--- src/rtl/i2c_slave_responder.sv ---
// I2C slave responder: answers one 7-bit address, hands written bytes to the
// host side, and fetches read bytes from the host while stretching SCL.
module i2c_slave_responder #(
    parameter int                        I2C_ADDR_WIDTH = 7,
    parameter int                        I2C_DATA_WIDTH = 8,
    parameter logic [I2C_ADDR_WIDTH-1:0] SLAVE_ADDR     = 7'h22
) (
    input  logic                      clk_i,
    input  logic                      rst_n_i,
    input  logic                      scl_i,
    input  logic                      sda_i,
    output logic                      scl_o,
    output logic                      sda_o,
    output logic [I2C_DATA_WIDTH-1:0] wr_data_o,
    output logic                      wr_valid_o,
    output logic                      rd_req_o,
    input  logic [I2C_DATA_WIDTH-1:0] rd_data_i,
    input  logic                      rd_valid_i,
    output logic                      start_o,
    output logic                      stop_o,
    output logic                      busy_o,
    output logic                      rw_o
);
    localparam int W  = I2C_DATA_WIDTH;
    localparam int CW = $clog2(W + 1);
    localparam logic [CW-1:0] LAST = CW'(W - 1);  // 8th bit of a frame
    localparam logic [CW-1:0] ACKB = CW'(W);      // 9th (ACK) bit

    typedef enum logic [2:0] {
        IDLE, ADDR, ADDR_ACK, WRITE, WRITE_ACK, STRETCH, READ, READ_ACK
    } state_t;

    state_t        state_q, state_n;
    logic [CW-1:0] cnt_q, cnt_n;
    logic          first_q, first_n;   // skip the SCL fall that follows START
    logic [W-1:0]  sh_q, sh_n, sh_in;
    logic [W-1:0]  rd_sh_q, rd_sh_n;
    logic          sda_n, scl_n, rd_req_n, wr_valid_n, start_n, stop_n;
    logic          busy_n, rw_n;
    logic [W-1:0]  wr_data_n;

    logic scl_s1, scl_s2, scl_d, sda_s1, sda_s2, sda_d;
    logic scl_rise, scl_fall, start_det, stop_det;

    // Two-flop synchronizers plus edge register; reset high to match an idle bus
    always_ff @(posedge clk_i or negedge rst_n_i) begin
        if (!rst_n_i) begin
            {scl_s1, scl_s2, scl_d} <= 3'b111;
            {sda_s1, sda_s2, sda_d} <= 3'b111;
        end else begin
            {scl_s1, scl_s2, scl_d} <= {scl_i, scl_s1, scl_s2};
            {sda_s1, sda_s2, sda_d} <= {sda_i, sda_s1, sda_s2};
        end
    end

    assign scl_rise  = scl_s2 & ~scl_d;
    assign scl_fall  = ~scl_s2 & scl_d;
    assign start_det = scl_s2 & scl_d & sda_d & ~sda_s2;
    assign stop_det  = scl_s2 & scl_d & ~sda_d & sda_s2;
    assign sh_in     = {sh_q[W-2:0], sda_s2};

    // State and registered outputs
    always_ff @(posedge clk_i or negedge rst_n_i) begin
        if (!rst_n_i) begin
            state_q    <= IDLE;
            cnt_q      <= '0;
            first_q    <= 1'b0;
            sh_q       <= '0;
            rd_sh_q    <= '0;
            sda_o      <= 1'b1;
            scl_o      <= 1'b1;
            rd_req_o   <= 1'b0;
            wr_data_o  <= '0;
            wr_valid_o <= 1'b0;
            start_o    <= 1'b0;
            stop_o     <= 1'b0;
            busy_o     <= 1'b0;
            rw_o       <= 1'b0;
        end else begin
            state_q    <= state_n;
            cnt_q      <= cnt_n;
            first_q    <= first_n;
            sh_q       <= sh_n;
            rd_sh_q    <= rd_sh_n;
            sda_o      <= sda_n;
            scl_o      <= scl_n;
            rd_req_o   <= rd_req_n;
            wr_data_o  <= wr_data_n;
            wr_valid_o <= wr_valid_n;
            start_o    <= start_n;
            stop_o     <= stop_n;
            busy_o     <= busy_n;
            rw_o       <= rw_n;
        end
    end

    // Next-state logic; START beats STOP beats everything else
    always_comb begin
        state_n    = state_q;
        cnt_n      = cnt_q;
        first_n    = first_q;
        sh_n       = sh_q;
        rd_sh_n    = rd_sh_q;
        sda_n      = sda_o;
        scl_n      = scl_o;
        rd_req_n   = rd_req_o;
        wr_data_n  = wr_data_o;
        wr_valid_n = 1'b0;
        start_n    = 1'b0;
        stop_n     = 1'b0;
        busy_n     = busy_o;
        rw_n       = rw_o;

        // Bit counter advances on SCL falls, 0..8 then wraps
        if (scl_fall && state_q != IDLE) begin
            if (first_q)           first_n = 1'b0;
            else if (cnt_q == ACKB) cnt_n  = '0;
            else                    cnt_n  = cnt_q + 1'b1;
        end

        if (start_det) begin
            state_n  = ADDR;
            cnt_n    = '0;
            first_n  = 1'b1;
            start_n  = 1'b1;
            sda_n    = 1'b1;
            scl_n    = 1'b1;
            rd_req_n = 1'b0;
        end else if (stop_det) begin
            state_n  = IDLE;
            sda_n    = 1'b1;
            scl_n    = 1'b1;
            rd_req_n = 1'b0;
            busy_n   = 1'b0;
            stop_n   = 1'b1;
        end else begin
            case (state_q)
                ADDR: if (scl_rise) begin
                    sh_n = sh_in;
                    if (cnt_q == LAST) begin
                        if (sh_in[W-1 -: I2C_ADDR_WIDTH] == SLAVE_ADDR) begin
                            rw_n    = sh_in[0];
                            busy_n  = 1'b1;
                            state_n = ADDR_ACK;
                        end else begin
                            state_n = IDLE;
                        end
                    end
                end
                ADDR_ACK, WRITE_ACK: if (scl_fall) begin
                    if (cnt_q == LAST) begin
                        sda_n = 1'b0;
                    end else if (cnt_q == ACKB) begin
                        sda_n = 1'b1;
                        if (state_q == ADDR_ACK && rw_o) begin
                            state_n  = STRETCH;
                            scl_n    = 1'b0;
                            rd_req_n = 1'b1;
                        end else begin
                            state_n = WRITE;
                        end
                    end
                end
                WRITE: if (scl_rise) begin
                    sh_n = sh_in;
                    if (cnt_q == LAST) begin
                        wr_data_n  = sh_in;
                        wr_valid_n = 1'b1;
                        state_n    = WRITE_ACK;
                    end
                end
                STRETCH: if (rd_req_o && rd_valid_i) begin
                    rd_sh_n  = rd_data_i << 1;
                    sda_n    = rd_data_i[W-1];
                    rd_req_n = 1'b0;
                    state_n  = READ;
                end
                READ: begin
                    // SCL is released one cycle after the MSB is on SDA
                    scl_n = 1'b1;
                    if (scl_fall) begin
                        if (cnt_q == LAST) begin
                            sda_n   = 1'b1;
                            state_n = READ_ACK;
                        end else begin
                            sda_n   = rd_sh_q[W-1];
                            rd_sh_n = rd_sh_q << 1;
                        end
                    end
                end
                READ_ACK: begin
                    if (scl_rise && sda_s2) begin
                        state_n = IDLE;  // master NACK: stay busy until STOP/Sr
                    end else if (scl_fall && cnt_q == ACKB) begin
                        state_n  = STRETCH;
                        scl_n    = 1'b0;
                        rd_req_n = 1'b1;
                    end
                end
                default: ;
            endcase
        end
    end
endmodule
--- config.mk ---
export PLATFORM = sky130hd
export DESIGN_NAME = i2c_slave_responder
export DESIGN_NICKNAME = d
export VERILOG_FILES = /design/src/rtl/i2c_slave_responder.sv
export SDC_FILE = /design/constraint.sdc
export NUM_CORES = 1
export LEC_CHECK = 0
export BUFFER_PORTS_ARGS = -buffer_cell sky130_fd_sc_hd__clkbuf_2
export CORE_UTILIZATION = 40
export DETAILED_ROUTE_END_ITERATION = 10
export PLACE_DENSITY = 0.68
export SLEW_MARGIN = 20
export SYNTH_ARGS = -nofsm -noshare
export SYNTH_HDL_FRONTEND = slang
export SYNTH_SLANG_ARGS = --single-unit
--- constraint.sdc ---
create_clock -name clk_i -period 2.3 [get_ports clk_i]
set_clock_uncertainty 0.15 [all_clocks]
set_input_delay 0.46 -clock clk_i [delete_from_list [all_inputs] [get_ports clk_i]]
set_output_delay 0.46 -clock clk_i [all_outputs]
set_load 0.05 [all_outputs]
After elaboration in Yosys (flattened, before gate mapping)
Index checks and enable logic that the tools add are counted.
Word-level totals
  flip-flop bits (word level): 45
  latch bits: 0
  memory bits (writable): 0
  bits in read-only memories: 0
  input port bits: 13
  output and inout port bits: 16
  memories kept: 0
Cells by class
  add/sub/neg operators: 1
  multipliers: 0
  divide/modulo/power cells: 0
  order comparisons: 0
  eq/ne operators: 29
  shifts and indexed selects: 0
  mux-type cells: 68
  bitwise logic cells: 13
  reduce and logical (&&, ||, !) cells: 28
Operators with widths (count)
  $ne 4x4->1 const B: 13
  $mux 3: 15
  $mux 1: 40
  $mux 8: 3
  $pmux 3 s6: 1
  $mux 4: 4
  $pmux 8 s2: 1
  $reduce_and 5->1: 3
  $reduce_bool 5->1: 3
  $eq 3x3->1 const B: 4
  $reduce_and 12->1: 1
  $reduce_and 6->1: 2
  $reduce_bool 2->1: 6
  $ne 5x5->1 const B: 2
  $pmux 1 s3: 3
  $reduce_and 8->1: 1
  $reduce_bool 8->1: 1
  $and 1x1->1: 7
  $eq 7x6->1 const B: 1
  $reduce_and 7->1: 1
  $eq 3x2->1 const B: 2
  $ne 2x2->1 const B: 3
  $not 1->1: 6
  $logic_and 1x1->1: 5
  other kinds (10): 11

Logic depth before layout (Yosys ltp)
Gate-level depths: netlist of run 1.
  depth after elaboration: 9
  gate-level depth with buffers: 8
  depth with buffers taken out: 7

Worst setup path before layout of run 1
No wires, ideal clock.
  kind: register to register
  start: register cnt_q[0]
  end: register state_q[0]
  arrival time: 1.655 ns
  required time: 2.024 ns
  setup slack: 0.369 ns
  cell stages (with the launch flop): 8
  path buffers: 1
  clock period less this slack: 1.931 ns
  cells stage by stage: dfrtp_1 inv_1 ha_1 and3b_1 clkbuf_2 a221oi_1 nor3_1 a311o_1
Between the ends
  word-level cells in the longest chain between the ends: 4
  elaborated cells between the ends (all ways): 10
  those cells by class: eq/ne (8); reduce/logical (2)
Ends and longest elaborated chain
  start: declaration: line 34  | logic [CW-1:0] cnt_q, cnt_n;
  start signal: assignment: line 81  | cnt_q <= cnt_n;
  $eq 4x4->1: line 153, 194
  $logic_and 1x1->1: line 194  | end else if (scl_fall && cnt_q == ACKB) begin
  $ne 5x5->1 (no line)
  $reduce_and 12->1 (no line) (*)
  end signal: assignment: line 80  | state_q <= state_n;
  end: declaration: line 33  | state_t state_q, state_n;
Mark *: on every way between the ends. The rest lies on a longest branch, timed or not.
A chain may end at the register's enable or synchronous reset.

Worst setup path after layout of run 1
  start: register state_q[0]
  end: register state_q[0]
Between the ends
  word-level cells in the longest chain between the ends: 5
  elaborated cells between the ends (all ways): 24
  those cells by class: eq/ne (18); mux (3); reduce/logical (3)
Ends and longest elaborated chain
  $eq 3x2->1 or $eq 3x3->1 (tied branches): line 137  | case (state_q)
  $reduce_or 2->1: line 137
  $pmux 3 s6: line 137
  $mux 3: line 129  | end else if (stop_det) begin
  $mux 3: line 121  | if (start_det) begin
Several ways; a longest one is shown, not always the timed one.

==> flow_summary.ini, run 1 <==
[hold_path]
min_path_type = in2async

[timing]
setup_viol = 0
rsz0062_at_grt = no
final.setup.worst_slack_ns = 0.1840
finalHoldViolations = 0
tightest_slew_ns = 0.6109
min_period_ns = 2.116
finalSetupTns_ns = 0
finalMaxSlewViolations = 0
relSlewSlack_pct = 59.27
fmaxAchievable_mhz = 472.6
finalCritPeriodShare_pct = 92.00

[cts]
cts_hold_buf = 0
cts_root_buf = clkbuf_8
htreeDepth = 2
clock-sinks = 44
clk_latency_ns = 0.30
numCtsBuffers = 5
cts_resized = 0
clockBufferDepth = 2
clk_pin_slew_ns = 0.09
cts_tree = done
cts_setup_buffers = 0

[floorplan]
die_area_um2 = 5752
io-pin-count = 29
core_um2 = 5172
fp-row-count = 26
start_util_pct = 42.16
die_y_um = 75.84
dieWidth_um = 75.84

[critical_path]
cp_cell_sequence = nand2b_1, o21ai_0, o32ai_1, o311a_1, a311o_1
crit_slowest_cell = dfrtp_1
worstPathMaxFanout = 20
worstSetupPathType = reg2reg
cp.arrival_ns = 2.16
critPathTopFamily = compound AO/OA/AOI/OAI gates
cp_slowest_stage_delay_ns = 0.61
crit_buf_inv = 0
start_kind = register
end_kind = register
required_ns = 2.34

[global_routing]
grt_usage_pct = 16.39
grt_pass1_wl_um = 6969
antenna_found_initial = 0
grt_pass1_vias = 1525
grt_overflow = 0
grt_max_degree = 45

[logic_synthesis]
synth_ff_type = dfrtp_1
synthCells = 211
synth_top_family_by_area = simple AND/OR/NAND/NOR gates
synth.area.top_cells = dfrtp_1 41%, dfstp_2 9.6%, mux2_2 8.3%, nand2_1 5.3%, a21oi_1 2.8%
yosys.area.top_type_share_pct = 41.31
synth_compound_area_share_pct = 13.20
ys_seq_area_share_pct = 50.95
yosys_warnings = 0
syn-cell-area_um2 = 2181
synth_xor_xnor_area_share_pct = 0.4016
synth.ff_latch_count = 44
synthArstFlopShare_pct = 100.0
synth-simple-area-share_pct = 19.91
synth_top_area_cell = dfrtp_1
synthMuxAreaShare_pct = 10.10
synth_edf_count = 0
synth.distinct_cells = 47
avgSynthCellArea_um2 = 10.34
syn-num-nets = 226
synthAdderAreaFrac_pct = 1.147

[placed_design]
place_ws_ns = 0.2192
hpwl_um = 2986
io_buffers = 28
place_congestion = 0.9461

[finish]
drive_gt1_share_pct = 29.34
syn_to_final_growth_pct = 13.42
insertedDiodeCount = 0
final_cell_mix = 36 x dfrtp_1, 31 x nand2_1, 28 x clkbuf_2, 16 x mux2_2
final_common_cell = dfrtp_1
final_nets = 256

[pwr]
power.leakage_nw = 1.143
powerDensity_nw_per_um2 = 799.4
ir_worst_vdd_uv = 502.6

[route]
drtPass1Iterations = 4
wl_um = 4155
post_drt_wl_per_cell_um = 13.32
routed-via-count = 1646
drcViolationCount = 0
ant_nets = 0
drtIter0Drc = 127
drt-vias-per-instance = 5.276

[status]
status = completed

[flow_run]
cap_violations = 0
-- cells in the mapped netlist, drive strengths merged, types with 4 or more instances --
cell    instances
nand2          31
o21ai           7
nor2           12
nand3           6
a21oi          12
nor3            8
a31oi           8
dfstp           8
nand2b          7
mux2i           4
inv             9
dfrtp          36
buf             7
mux2           16
-- logic make-up after synthesis --
kind of cell	count (synthesis)
AND/OR/NAND/NOR	82
AO/OA/AOI/OAI	44
flip-flops	44
multiplexers	20
buffers and inverters	18
adder cells (fa/ha/maj)	2
XOR/XNOR	1
-- flip-flops by register name, indices dropped and copies added, names as in the netlist, 3 cells and up --
register / cells
wr_data_o: 8
rd_sh_q: 7
sh_q: 7
cnt_q: 4
state_q: 3
-- report_power, final --
group	switching, W	internal [W]	total [W]
clock	0.000288	0.000223	0.000511
combinational	0.000183	0.000186	0.000370
sequential	0.000157	0.000940	0.00110
-- per-layer routing --
metal | share of wire (%) | GRT usage [%] | up-vias | wire length (um)
li1 | - | - | 811 | -
met1 | 46 | 21.41 | 796 | 1910
met2 | 49 | 26.35 | 35 | 2034
met3 | 4.4 | 4.101 | 4 | 181
met4 | 0.70 | 6.173 | 0 | 29
met5 | 0 | 0 | - | 0
-- area by class of cell --
cell class	instances	area [um2]
fill	487	2699
sequential	44	1111
multi-input combinational	149	975.9
timing repair buffer	32	170.2
tap	70	87.58
clock buffer	5	68.82
inverter	9	33.78
clock inverter	3	26.28
-- through the flow --
stage          instances  power [W]  utilization, %  cell area [um2]  hold slack, ns
3_5_place_dp         304   0.001487           45.98             2379          0.1972
6_report             312   0.001977           47.82             2474         0.07510
5_1_grt              312   0.002104           47.82             2474         0.07741
2_1_floorplan        211   0.001384               -             2181         0.01441
4_1_cts              312   0.002004           47.82             2474         0.08177
3_3_place_gp         304   0.001473           45.98             2379          0.1959
-- worst paths after layout --
kind / from / end / slack (ns) / cells past startpoint
max: state_q[0] / state_q[0] / 0.18 / 5
min: rst_n_i / cnt_q[3] / 0.08 / 2
max reg2reg: state_q[0] / state_q[0] / 0.18 / 5
min reg2reg: sda_s1 / sda_s2 / 0.21 / 0
max in group asynchronous: rst_n_i / sda_s1 / 1.54 / 2
min in group clk_i: sda_i / sda_s1 / 0.09 / 1
(Power assumes the default switching activity.)
==> run 2: changes to the inputs <==
--- a/config.mk
+++ b/config.mk
@@ -5,6 +5,7 @@
 export SDC_FILE = /design/constraint.sdc
 export NUM_CORES = 1
 export LEC_CHECK = 0
+export ABC_AREA = 1
 export BUFFER_PORTS_ARGS = -buffer_cell sky130_fd_sc_hd__clkbuf_2
 export CORE_UTILIZATION = 40
 export DETAILED_ROUTE_END_ITERATION = 10
==> flow_summary.ini, run 2 <==
[global_routing]
grt_usage_pct = 15.98
grt_pass1_wl_um = 7514
grt_overflow = 0
grt_pass1_vias = 1623
grt_max_degree = 27
antenna_found_initial = 0

[cts]
cts_root_buf = clkbuf_8
cts_tree = done
clock-sinks = 44
clk_latency_ns = 0.30
numCtsBuffers = 5
clockBufferDepth = 2
clk_pin_slew_ns = 0.08
htreeDepth = 2

[pwr]
power_w = 0.001694
p_sw_w = 0.0004523
ir_worst_vdd_uv = 318.0
p_int_w = 0.001242
clockPowerShare_pct = 37.2
powerDensity_nw_per_um2 = 664.4
combPwrFrac_pct = 11.8
power_frac_seq_pct = 51.0
power.leakage_nw = 1.333
switching_share_pct = 26.70

[critical_path]
cp.arrival_ns = 1.96
worstSetupPathType = reg2reg
r2r_start = sda_s2
crit_top_cell = nand2_1
worst-r2r-cell-count = 11
required_ns = 2.34
cp-endpoint = state_q[0]
r2r_setup_slack_ns = 0.38
worstPathMaxFanout = 10
cp_cell_sequence = inv_1, nor2_1, nand2_1, nand2_1, inv_2, nand2_1, nand2_1, inv_2, nand2_2, nand2_1, nand2_1
cp-startpoint = sda_s2
crit_slowest_cell = dfstp_2
rr_endpoint = state_q[0]
start_kind = register
cp_slowest_stage_delay_ns = 0.57
end_kind = register

[route]
drcViolationCount = 0
post_drt_wl_per_cell_um = 11.40
drtPass1Iterations = 4
drtIter0Drc = 80
routed-via-count = 1768
ant_nets = 0
wl_um = 4231
drt-vias-per-instance = 4.765

[floorplan]
core_um2 = 5205
die_area_um2 = 5793
fp-row-count = 26
die_y_um = 76.12
dieWidth_um = 76.12
io-pin-count = 29
start_util_pct = 42.21

[logic_synthesis]
yosys_warnings = 0
yosysMostFrequentCell = nand2_1
syn-num-nets = 282
synthCells = 267
synth_ff_type = dfrtp_1
synth_common_cells = 73 x nand2_1, 36 x dfrtp_1, 32 x inv_1
synth_top_area_cell = dfrtp_1
synth.distinct_cells = 26
synth.area.top_cells = dfrtp_1 41%, nand2_1 12%, dfstp_2 9.6%, inv_1 5.5%, o21ai_0 5.0%
avgSynthCellArea_um2 = 8.229
yosys.area.top_type_share_pct = 41.00
synth_edf_count = 0
synthArstFlopShare_pct = 100.0
synth.ff_latch_count = 44
syn-cell-area_um2 = 2197
ys_seq_area_share_pct = 50.57

[timing]
rsz0062_at_grt = no
min_period_ns = 1.921
fmaxAchievable_mhz = 520.7
setup_viol = 0
finalSetupTns_ns = 0
relSlewSlack_pct = 66.93
finalCritPeriodShare_pct = 83.51
finalHoldViolations = 0
tightest_slew_ns = 0.4960
finalMaxSlewViolations = 0

[placed_design]
io_buffers = 28
place_congestion = 0.9035
hpwl_um = 3200

[finish]
insertedDiodeCount = 0
drive_gt1_share_pct = 21.59
top_regs = wr_data_o: 8 flops, rd_sh_q: 7 flops, sh_q: 7 flops
top_register = wr_data_o
largest_reg_flops = 8
final_cell_mix = 73 x nand2_1, 36 x dfrtp_1, 32 x inv_1, 28 x clkbuf_2, 26 x nor2_1
syn_to_final_growth_pct = 16.06
final_nets = 315
final_common_cell = nand2_1

[hold_path]
min_path_type = in2reg

[status]
status = completed

[flow_run]
cap_violations = 0
[run 2: area by class of cell]
cell class,count,area (um2)
clock buffers,6,82.58
clock inverters,2,38.79
fillers,515,2655
inverters,36,135.1
multi-input cells,183,924.6
flip-flops and latches,44,1111
well taps,70,87.58
repair buffers,30,170.2
[run 2: kinds of logic (layout without fill, tap and decap cells)]
logic type,Yosys count,in the layout,share of synthesized area [%]
buffers and inverters,40,74,7.346
adder cells (fa/ha/maj),2,2,1.139
AND/OR/NAND/NOR,140,140,29.56
multiplexers,6,6,2.734
flip-flops,44,44,50.57
AO/OA/AOI/OAI,35,35,8.657
[run 2: repair_timing]
action                                 4_1_cts  5_1_grt
hold buffers                                 1        0
gates resized for setup                      0        0
setup buffers                                0        0
endpoints found under the hold margin       16        0
[run 2: critical path, delay by kind of cell (launching register included)]
family / cells / cell delay (ns)
buf+inv: 3 / 0.32
flops: 1 / 0.57
simple gates: 8 / 0.76
[run 2: metrics by stage]
step	util, %	hold WS [ns]	cell area, um2	worst slack (ns)	instances
floorplan	-	0.01441	2197	0.6410	267
global placement	46.47	0.1961	2419	0.3866	362
detailed placement	46.47	0.1996	2419	0.3778	362
CTS	48.99	0.08216	2550	0.3544	371
global route	48.99	0.07072	2550	0.1753	371
finish	48.99	0.08781	2550	0.3794	371
[run 2: how the worst min path moves through the flow]
stage	depth (start not counted)	endpoint	start	slack, ns
finish	1	sda_s1	sda_i	0.09
global route	1	sda_s1	sda_i	0.07
CTS	1	sda_s1	sda_i	0.08
detailed placement	0	scl_s2	scl_s1	0.20
global placement	0	scl_s2	scl_s1	0.20
floorplan	0	busy_o	rst_n_i	0.01
[run 2: power by group through the flow]
stage          Sequential [W]  Combinational [W]  Clock (W)
5_1_grt              0.000872           0.000229   0.000679
3_3_place_gp         0.000876           0.000199          0
2_1_floorplan        0.000910           0.000102          0
4_1_cts              0.000864           0.000202   0.000643
6_report             0.000864           0.000200   0.000631
3_5_place_dp         0.000879           0.000200          0
[run 2: routing by layer]
layer  global-route usage [%]  part of all wire, %  vias to the layer above
li1                         -                    -                      923
met4                    4.615                  1.3                        0
met3                    2.874                  3.5                        6
met2                    24.82                   45                       32
met5                        0                    0                        -
met1                    22.84                   51                      807
==> run 3: changes to the inputs <==
==> constraint.sdc (replaced) <==
create_clock -name clk_i -period 1.8 [get_ports clk_i]
set_clock_uncertainty 0.15 [all_clocks]
set_input_delay 0.36 -clock clk_i [delete_from_list [all_inputs] [get_ports clk_i]]
set_output_delay 0.36 -clock clk_i [all_outputs]
set_load 0.05 [all_outputs]
==> flow_summary.ini, run 3 (synthesized netlist as in run 2, its figures left out) <==
[cts]
clk_pin_slew_ns = 0.08
cts_tree = done
numCtsBuffers = 5
clock-sinks = 44
clockBufferDepth = 2
htreeDepth = 2
clk_latency_ns = 0.30
cts_root_buf = clkbuf_8

[finish]
final_cell_mix = 68 x nand2_1, 34 x dfrtp_1, 29 x inv_1, 28 x clkbuf_2, 23 x nor2_1
syn_to_final_growth_pct = 25.51
drive_gt1_share_pct = 30.06
final_nets = 330
ff_latch_area_um2 = 1114
multi_input_comb_area_um2 = 992.2
top_regs = wr_data_o: 8 flops, rd_sh_q: 7 flops, sh_q: 7 flops
finalInstanceArea_um2 = 2758
nFillCells = 485
top_register = wr_data_o
insertedDiodeCount = 0
largest_reg_flops = 8
layoutNonFillerInstCount = 386
final_common_cell = nand2_1

[route]
dr_wl_met3_um = 157
drcViolationCount = 0
routed.top_layer = met4
drtIter0Drc = 83
drtPass1Iterations = 4
drt-vias-per-instance = 4.777
post_drt_wl_per_cell_um = 11.70
wl_um = 4517
wl_met1_um = 2121
routed-via-count = 1844
ant_nets = 0
wl_met2_um = 2155

[floorplan]
dieWidth_um = 76.12
start_util_pct = 42.21
die_y_um = 76.12
die_area_um2 = 5793
core_um2 = 5205
io-pin-count = 29
fp-row-count = 26

[critical_path]
r2r_setup_slack_ns = 0.09
worstPathMaxFanout = 4
worstSetupPathType = reg2reg
end_kind = register
rr_endpoint = state_q[1]
worst-r2r-cell-count = 11
cp.arrival_ns = 1.75
start_kind = register
r2r_start = cnt_q[1]
required_ns = 1.84

[pwr]
ir_worst_vdd_uv = 580.8
clockPowerShare_pct = 35.5
powerDensity_nw_per_um2 = 802.7
p_sw_w = 0.0005876
power.leakage_nw = 1.412
switching_share_pct = 26.55
power_frac_seq_pct = 49.8
power_w = 0.002214
p_int_w = 0.001626
combPwrFrac_pct = 14.7

[status]
status = completed

[global_routing]
grt_usage_pct = 16.81
grt_pass1_wl_um = 7859
antenna_found_initial = 0
grt_overflow = 0
grt_max_degree = 45
grt_pass1_vias = 1772

[flow_run]
cap_violations = 0

[placed_design]
place_congestion = 0.9073
dpl-instance-area_um2 = 2499
dp_cells = 371
hpwl_um = 3260
place_ws_ns = 0.02116
io_buffers = 28

[timing]
finalCritPeriodShare_pct = 94.93
final.setup.worst_slack_ns = 0.09132
relSlewSlack_pct = 74.89
finalHoldViolations = 0
tightest_slew_ns = 0.3738
finalSetupTns_ns = 0
min_period_ns = 1.709
fmaxAchievable_mhz = 585.2
finalMaxSlewViolations = 0
setup_viol = 0

[hold_path]
min_path_type = in2reg
hold_depth = 3
holdPathEnd = rd_sh_q[1]
hold_start = rd_data_i[0]
==> run 3: changes by cell type in the layout (fill, tap and decap cells not counted), sizes merged <==
cell | before | now
dlygate4sd3 | 1 | 3
buf | 1 | 14
==> run 3: area by class of cell <==
cell class / count / share of cell area, %
Clock buffer: 6 / 2.995
Clock inverter: 2 / 1.407
Inverter: 36 / 5.172
Multi-Input combinational cell: 183 / 35.98
Sequential cell: 44 / 40.38
Tap cell: 70 / 3.176
Timing Repair Buffer: 45 / 10.89
==> run 3: worst max-delay path by stage <==
stage | from | endpoint | cells after the start
after global routing | cnt_q[1] | sda_o | 8
after detailed placement | sda_s2 | state_q[1] | 11
after floorplan | sda_s2 | state_q[1] | 11
after CTS | cnt_q[0] | state_q[1] | 11
after global placement | cnt_q[1] | state_q[2] | 11
final | cnt_q[1] | state_q[1] | 11
==> run 3: metal layers <==
layer | vias up | GRT usage [%]
li1 | 951 | -
met1 | 850 | 22.08
met2 | 35 | 27.55
met3 | 8 | 3.713
met4 | 0 | 5.577
met5 | - | 0
==> run 3: power groups by stage <==
stage	logic, W	clock network (W)	registers [W]
after floorplan	0.000131	0	0.00116
after global placement	0.000263	0	0.00112
after detailed placement	0.000272	0	0.00112
after CTS	0.000279	0.000816	0.00110
after global routing	0.000361	0.000860	0.00111
final	0.000325	0.000787	0.00110
==> run 3: through the flow <==
stage          hold WS, ns  utilization, %
2_1_floorplan     -0.08559               -
3_3_place_gp        0.1963           48.00
3_5_place_dp        0.1978           48.00
4_1_cts             0.1382           50.96
5_1_grt             0.1309           52.98
6_report            0.1502           52.98
==> run 3: worst max-delay path: stages, from the launching register on <==
cell and delay (ns):
dfrtp_1 0.40, ha_2 0.21, buf_4 0.12, nand3_2 0.11
nand2_4 0.10, nand2_1 0.06, nor2_1 0.10, nand2_1 0.07
nand2_2 0.10, nand2_2 0.07, nand2_1 0.06, nand2_1 0.05
==> run 3: repair_timing <==
action	in CTS	in global routing
pin swaps	0	9
setup buffers	0	4
gates cloned	0	0
endpoints found under the setup margin	2	12
hold buffers	3	0
resized for setup	1	25
endpoints found under the hold margin	38	0
